File: config.mk
export PLATFORM = sky130hd
export DESIGN_NAME = lost_chanbank
export DESIGN_NICKNAME = d
export VERILOG_FILES = /design/src/rtl/lost_chanbank.sv
export SDC_FILE = /design/constraint.sdc
export NUM_CORES = 2
export LEC_CHECK = 0
export ABC_AREA = 1
export CAP_MARGIN = 40
export CORE_MARGIN = 5
export CORE_UTILIZATION = 55
export DETAILED_ROUTE_END_ITERATION = 8
export PLACE_DENSITY_LB_ADDON = 0.12
export SLEW_MARGIN = 0
export SYNTH_ARGS = -nofsm -noshare
export SYNTH_HDL_FRONTEND = slang
export SYNTH_SLANG_ARGS = --single-unit
File: constraint.sdc
create_clock -name clk -period 3.9 [get_ports clk]
set_input_delay 0.78 -clock clk [delete_from_list [all_inputs] [get_ports clk]]
set_output_delay 0.78 -clock clk [all_outputs]
set_load 0.01 [all_outputs]
File: src/rtl/lost_chanbank.sv
// lost_chanbank: NCHAN synchronised, glitch-filtered edge loggers merged round-robin into one timestamped FIFO.
// Define LOST_DROPCNT_EN to add per-channel saturating drop counters (dropsel/dropcnt).

module lost_chan #(
    parameter int FILT_LEN = 3,
    parameter int TSW      = 60
) (
    input  logic           clk,
    input  logic           rstn,
    input  logic           din,
    input  logic [1:0]     mode,
    input  logic [TSW-1:0] ts,
    input  logic           startup_evt,
    input  logic           det_en,
    input  logic           grant,
    output logic           pend_v,
    output logic           pend_lvl,
    output logic [TSW-1:0] pend_ts,
    output logic           drop
);
    logic [1:0]          sync;
    logic [FILT_LEN-1:0] taps;
    logic                filt, filt_q, evt;

    always_ff @(posedge clk or negedge rstn) begin
        if (!rstn) begin
            sync   <= '0;
            taps   <= '0;
            filt   <= 1'b0;
            filt_q <= 1'b0;
        end else begin
            sync   <= {sync[0], din};
            taps   <= {taps[FILT_LEN-2:0], sync[1]};
            if (&taps)
                filt <= 1'b1;
            else if (~|taps)
                filt <= 1'b0;
            filt_q <= filt;
        end
    end

    // At the startup edge every enabled channel reports its level once, whatever the edge type.
    always_comb begin
        if (startup_evt)
            evt = |mode;
        else
            evt = det_en & ((mode[0] & filt & ~filt_q) | (mode[1] & ~filt & filt_q));
    end

    assign drop = evt & pend_v & ~grant;

    always_ff @(posedge clk or negedge rstn) begin
        if (!rstn) begin
            pend_v   <= 1'b0;
            pend_lvl <= 1'b0;
            pend_ts  <= '0;
        end else if (evt && (!pend_v || grant)) begin
            pend_v   <= 1'b1;
            pend_lvl <= filt;
            pend_ts  <= ts;
        end else if (grant) begin
            pend_v <= 1'b0;
        end
    end
endmodule

module lost_chanbank #(
    parameter int NCHAN      = 8,
    parameter int FILT_LEN   = 3,
    parameter int DEPTH_LOG2 = 4,
    localparam int CHW       = $clog2(NCHAN)
) (
    input  logic                  clk,
    input  logic                  rstn,
    input  logic [NCHAN-1:0]      datain,
    input  logic [2*NCHAN-1:0]    edgemode,
    input  logic [63:0]           counterin,
    input  logic                  unload,
    input  logic [2:0]            byteaddr,
    input  logic [NCHAN-1:0]      clearoverrun,
`ifdef LOST_DROPCNT_EN
    input  logic [CHW-1:0]        dropsel,
`endif
    output logic [7:0]            dataout,
    output logic [DEPTH_LOG2:0]   itemsinfifo,
    output logic [NCHAN-1:0]      overrun,
`ifdef LOST_DROPCNT_EN
    output logic [7:0]            dropcnt,
`endif
    output logic                  attention
);
    localparam int TSW     = 63 - CHW;
    localparam int DEPTH   = 1 << DEPTH_LOG2;
    localparam int STARTUP = FILT_LEN + 4;
    localparam int SUW     = $clog2(STARTUP + 1);

    typedef struct packed {
        logic [TSW-1:0] ts;
        logic [CHW-1:0] chan;
        logic           lvl;
    } word_t;

    logic [SUW-1:0]              st_cnt;
    logic                        startup_evt, det_en;
    logic [NCHAN-1:0]            pend_v, pend_lvl, drop, gnt_oh;
    logic [NCHAN-1:0][TSW-1:0]   pend_ts;
    logic [CHW-1:0]              rr, gnt_idx, cand;
    logic                        gnt_v, full, empty, can_wr, pop;
    logic [63:0]                 mem [DEPTH];
    logic [DEPTH_LOG2-1:0]       wptr, rptr;
    logic [DEPTH_LOG2:0]         count;
    logic [63:0]                 head;
    word_t                       wr_word;
    logic                        unused_ts_hi;

    assign unused_ts_hi = ^counterin[63:TSW];

    assign startup_evt = (st_cnt == SUW'(STARTUP - 1));
    assign det_en      = (st_cnt == SUW'(STARTUP));

    always_ff @(posedge clk or negedge rstn) begin
        if (!rstn)
            st_cnt <= '0;
        else if (!det_en)
            st_cnt <= st_cnt + 1'b1;
    end

    for (genvar g = 0; g < NCHAN; g++) begin : g_chan
        lost_chan #(.FILT_LEN(FILT_LEN), .TSW(TSW)) u_chan (
            .clk         (clk),
            .rstn        (rstn),
            .din         (datain[g]),
            .mode        (edgemode[2*g +: 2]),
            .ts          (counterin[TSW-1:0]),
            .startup_evt (startup_evt),
            .det_en      (det_en),
            .grant       (gnt_oh[g]),
            .pend_v      (pend_v[g]),
            .pend_lvl    (pend_lvl[g]),
            .pend_ts     (pend_ts[g]),
            .drop        (drop[g])
        );
    end

    assign full   = (count == (DEPTH_LOG2+1)'(DEPTH));
    assign empty  = (count == '0);
    assign can_wr = !full || unload;   // a pop on a full FIFO frees the slot this same edge
    assign pop    = unload && !empty;

    always_comb begin
        gnt_v   = 1'b0;
        gnt_idx = '0;
        gnt_oh  = '0;
        cand    = '0;
        for (int i = 0; i < NCHAN; i++) begin
            cand = CHW'((int'(rr) + i) % NCHAN);
            if (can_wr && !gnt_v && pend_v[cand]) begin
                gnt_v   = 1'b1;
                gnt_idx = cand;
            end
        end
        if (gnt_v)
            gnt_oh[gnt_idx] = 1'b1;
    end

    assign wr_word = {pend_ts[gnt_idx], gnt_idx, pend_lvl[gnt_idx]};

    always_ff @(posedge clk or negedge rstn) begin
        if (!rstn) begin
            for (int i = 0; i < DEPTH; i++)
                mem[i] <= '0;
            wptr      <= '0;
            rptr      <= '0;
            count     <= '0;
            rr        <= '0;
            overrun   <= '0;
            attention <= 1'b0;
        end else begin
            if (gnt_v) begin
                mem[wptr] <= wr_word;
                wptr      <= wptr + 1'b1;
                rr        <= (gnt_idx == CHW'(NCHAN - 1)) ? '0 : gnt_idx + 1'b1;
            end
            if (pop)
                rptr <= rptr + 1'b1;
            case ({gnt_v, pop})
                2'b10:   count <= count + 1'b1;
                2'b01:   count <= count - 1'b1;
                default: ;
            endcase
            overrun   <= (overrun & ~clearoverrun) | drop;
            attention <= !empty || (|overrun);
        end
    end

    assign head        = mem[rptr];
    assign dataout     = head[{byteaddr, 3'b000} +: 8];
    assign itemsinfifo = count;

`ifdef LOST_DROPCNT_EN
    logic [NCHAN-1:0][7:0] dcnt;

    // A drop in the same cycle as a clear still counts, like the overrun flag.
    always_ff @(posedge clk or negedge rstn) begin
        if (!rstn) begin
            dcnt <= '0;
        end else begin
            for (int i = 0; i < NCHAN; i++) begin
                if (clearoverrun[i])
                    dcnt[i] <= drop[i] ? 8'd1 : 8'd0;
                else if (drop[i] && dcnt[i] != 8'hff)
                    dcnt[i] <= dcnt[i] + 1'b1;
            end
        end
    end

    assign dropcnt = dcnt[dropsel];
`endif
endmodule

==> impl_results.md <==
- Outcome: finished, violations left
- Violated checks: negative setup slack
- Global-route usage over all layers: 0.388
- Post-route setup TNS: -1990 ps
- HP Class: register to register
- Initial drt markers: 8,531
- Critical Path AT: 3420 ps
- DP Worst Slack: -374 ps
- CORE AREA: 139,000 µm²
- First-pass GRT wire length: 440,000 µm
- CTS max path bufs: 3
- CP Cell Sequence: buf_16 -> o21ai_0 -> o22ai_1 -> o21ai_1 -> o221ai_2 -> a31oi_2 -> buf_4 -> a32oi_4 -> buf_6 -> buf_6
- Clock skew: 31.1 ps
- Crit path largest cell delay: 520 ps
- Reg-to-reg critical path endpoint: mem[65]$_DFFE_PN0P_
- Total number of vias: 74,500
- Worst-Margin Slew: 815 ps
- Number of global-route vias before repair: 72,600
- Worst-skew pair later-pin latency: 840 ps
- GRT Max-Usage Layer: met2
- Drt wl/cell: 23.1 µm
- Crit path max-delay cell type: dfrtp_4
- TritonRoute pass-1 iters: 6
- Syn Nets: 10,400
- Buffers plus inverters on the worst setup path: 4
- Count of different cell masters after synthesis: 45
- CTS tree: yes
- Syn Std Cell Area: 76,800 µm²
- P&R area growth vs syn: 21.4%
- #FFs+latches synth: 1,604
- Total gr overflow: 0
- Largest net degree at the start of global routing: 114
- Final hold vios: 0
- H-tree levels: 4
- Top delay family on crit path: compound AO/OA/AOI/OAI gates
- GP Congestion: 0.898
- Fmax: 0.238 GHz
- Num CTS Buffers: 170
- Final ANT Viol Nets: 0
- Starting Density: 0.552
- GR Layer Usage met1: 0.508
- Hold depth: 0
- GR Layer Usage met2: 0.604
- Worst-path clk slew: 60 ps
- Dpl cells: 12,000
- Dpl hpwl: 169,000 µm
- IO Count: 124
- Max-slew violations: 0
- DRC viols: 0
- Most frequent cell on the critical path: buf_6
- Startpoint Class: register
- Ys Warns: 0
- Final period util: 1.08
- Area of the multi-input gates: 33,600 µm²
- Setup slack after layout: -299 ps
- Hold path startpoint: g_chan[4].u_chan.sync[0]$_DFF_PN0_
- Post-DR vias/cell: 5.99
- Die area: 147,000 µm²
- CP required: 3120 ps
- Layout cell share with drive strength beyond 1: 0.116
- Critical Path End Type: output port
- Die Y: 384 µm
- WHS Endpoint: g_chan[4].u_chan.sync[1]$_DFF_PN0_
- # rows: 137
- CP max FO: 73
- Slew headroom: 0.456
- Mean Syn Cell Area: 7.48 µm²
- Tmin final: 4200 ps
- Non-Filler Instances: 12,500
- Number of buffers added on ports: 119
- Worst R2R Setup Slack: 230 ps
- WL final: 288,000 µm
- Critical path type: register to output port
- Initial antenna violation count: 10
- R2R cell count: 22
- R2r startpoint: rr[0]$_DFFE_PN0P_
- M3 GR Usage: 0.0932
- FF/Latch Area: 40,200 µm²
- RSZ-0062 raised after global routing: yes
- Post-Syn Instances: 10,300
- Clock sinks: 1,604
- Chip width: 384 µm
- Clock root buffer: clkbuf_16
- Post-synthesis sequential area ratio: 0.522
- Nets: 10,600
- Final setup fails: 8
- Fillers: 11,400
- Max-Cap Viols: 0
[registers in the layout (all words and copies together), names as in the netlist]
register	cells
g_chan.u_chan.pend_v	8
g_chan.u_chan.filt_q	8
itemsinfifo	5
g_chan.u_chan.pend_lvl	8
g_chan.u_chan.sync	16
st_cnt	3
g_chan.u_chan.pend_ts	480
g_chan.u_chan.taps	24
rptr	4
rr	3
attention	1
wptr	4
g_chan.u_chan.filt	8
mem	1024
overrun	8
[cells in the mapped netlist (all sizes together)]
| cell type | count | area, µm² |
|---|---|---|
| xnor2 | 4 | 35.0 |
| nand3 | 788 | 3950 |
| nand4 | 7 | 43.8 |
| mux2 | 1 | 11.3 |
| nor4 | 2 | 12.5 |
| nand3b | 1 | 7.51 |
| buf | 322 | 1790 |
| nor3b | 1 | 7.51 |
| clkinv | 3 | 11.3 |
| a22oi | 1 | 7.51 |
| a32oi | 8 | 70.1 |
| o21a | 1 | 7.51 |
| dfrtp | 1604 | 40100 |
| inv | 78 | 295 |
| o32ai | 2 | 17.5 |
| ha | 16 | 200 |
| nand2 | 5144 | 19500 |
| a31oi | 8 | 50.1 |
| a21oi | 42 | 214 |
| o21ai | 703 | 3540 |
| nor3 | 10 | 55.1 |
| o221ai | 52 | 455 |
| o311ai | 10 | 87.6 |
| o22ai | 259 | 1620 |
| and2 | 2 | 12.5 |
| nor2 | 684 | 2600 |
| xor2 | 10 | 95.1 |
| o211ai | 4 | 30.0 |
| clkbuf | 502 | 1960 |
| o2111ai | 1 | 8.76 |
[final cells by class]
| type | instances | area share |
|---|---|---|
| Antenna cell | 7 | 0.000188 |
| Timing Repair inverter | 3 | 0.000631 |
| Tap cell | 1876 | 0.0252 |
| Inverter | 81 | 0.00401 |
| Sequential cell | 1604 | 0.431 |
| Clock buffer | 249 | 0.0549 |
| Multi-Input combinational cell | 7761 | 0.360 |
| Clock inverter | 61 | 0.00839 |
| Timing Repair Buffer | 811 | 0.116 |
[per-stage QoR]
step | util | hold WS (ps) | cell area (µm²)
3_5_place_dp | 0.609 | 335 | 84800
2_1_floorplan | - | 331 | 76800
4_1_cts | 0.665 | 348 | 92600
6_report | 0.670 | 345 | 93300
3_3_place_gp | 0.609 | 332 | 84800
5_1_grt | 0.670 | 348 | 93200
[layout by cell type, fill, tap and decap left out, types with 11 or more instances in the layout]
cell	instances
nor2_1	658
buf_16	21
ha_1	15
bufinv_16	17
buf_4	334
o21ai_1	68
clkbuf_8	38
clkdlybuf4s50_1	109
nand2_1	5064
a21oi_1	35
dfrtp_1	1599
buf_6	38
nand2_2	74
nor2_4	17
clkinv_2	50
o22ai_2	11
buf_12	279
buf_8	11
o22ai_1	240
nand3_1	774
o21ai_0	622
o221ai_1	24
o221ai_2	28
inv_1	52
clkbuf_16	184
clkbuf_1	32
[logic make-up (layout without fill, tap and decap cells)]
logic type	count (synthesis)	in the layout	share of synthesized area
flops	1604	1604	0.522
simple gates	6639	6639	0.341
other cells	0	7	0
buf+inv	905	1205	0.0528
compound gates	1091	1091	0.0795
fa+ha+maj	16	16	0.00261
mux	1	1	0.000147
xor+xnor	14	14	0.00169
[metal layers]
layer | vias to the layer above | part of all wire
li1 | 33000 | -
met1 | 35700 | 0.37
met4 | 4 | 0.061
met5 | - | 0.000090
met2 | 4749 | 0.45
met3 | 1134 | 0.12
[timing repair]
item	CTS	global route
gates cloned	21	5
hold endpoints to repair	56	0
endpoints found under the setup margin	8	1134
hold buffers	1	0
setup buffers	48	21
resized for setup	251	110
pin swaps	93	76
[worst reg2reg max path: stages (launching register included)]
cell and delay, ps:
dfrtp_2 440, inv_4 60, ha_2 310, clkinv_4 110, nand3_1 80, nand2_1 130
nand2_1 80, nand3_2 110, nand2_1 90, nor2_2 130, nand4_1 160, nand4_1 180
nor2_2 70, buf_12 130, buf_4 170, inv_2 110, nand2_1 90, buf_12 150
nor2_4 110, clkinv_2 350, buf_4 330, nand2_1 80, o21ai_0 80
[worst max path at each step]
stage	startpoint	endpoint	cells after the start
global placement	rptr[0]$_DFFE_PN0P_	dataout[1]	11
floorplan	rr[0]$_DFFE_PN0P_	itemsinfifo[4]$_DFFE_PN0P_	24
CTS	rptr[0]$_DFFE_PN0P_	dataout[6]	14
finish	rptr[1]$_DFFE_PN0P_	dataout[6]	10
global route	rptr[0]$_DFFE_PN0P_	dataout[5]	14
detailed placement	rptr[0]$_DFFE_PN0P_	dataout[1]	11
Power is left out: the tool's default activity adds up to more than one toggle a clock period on the data nets, which glitch-free logic cannot reach.
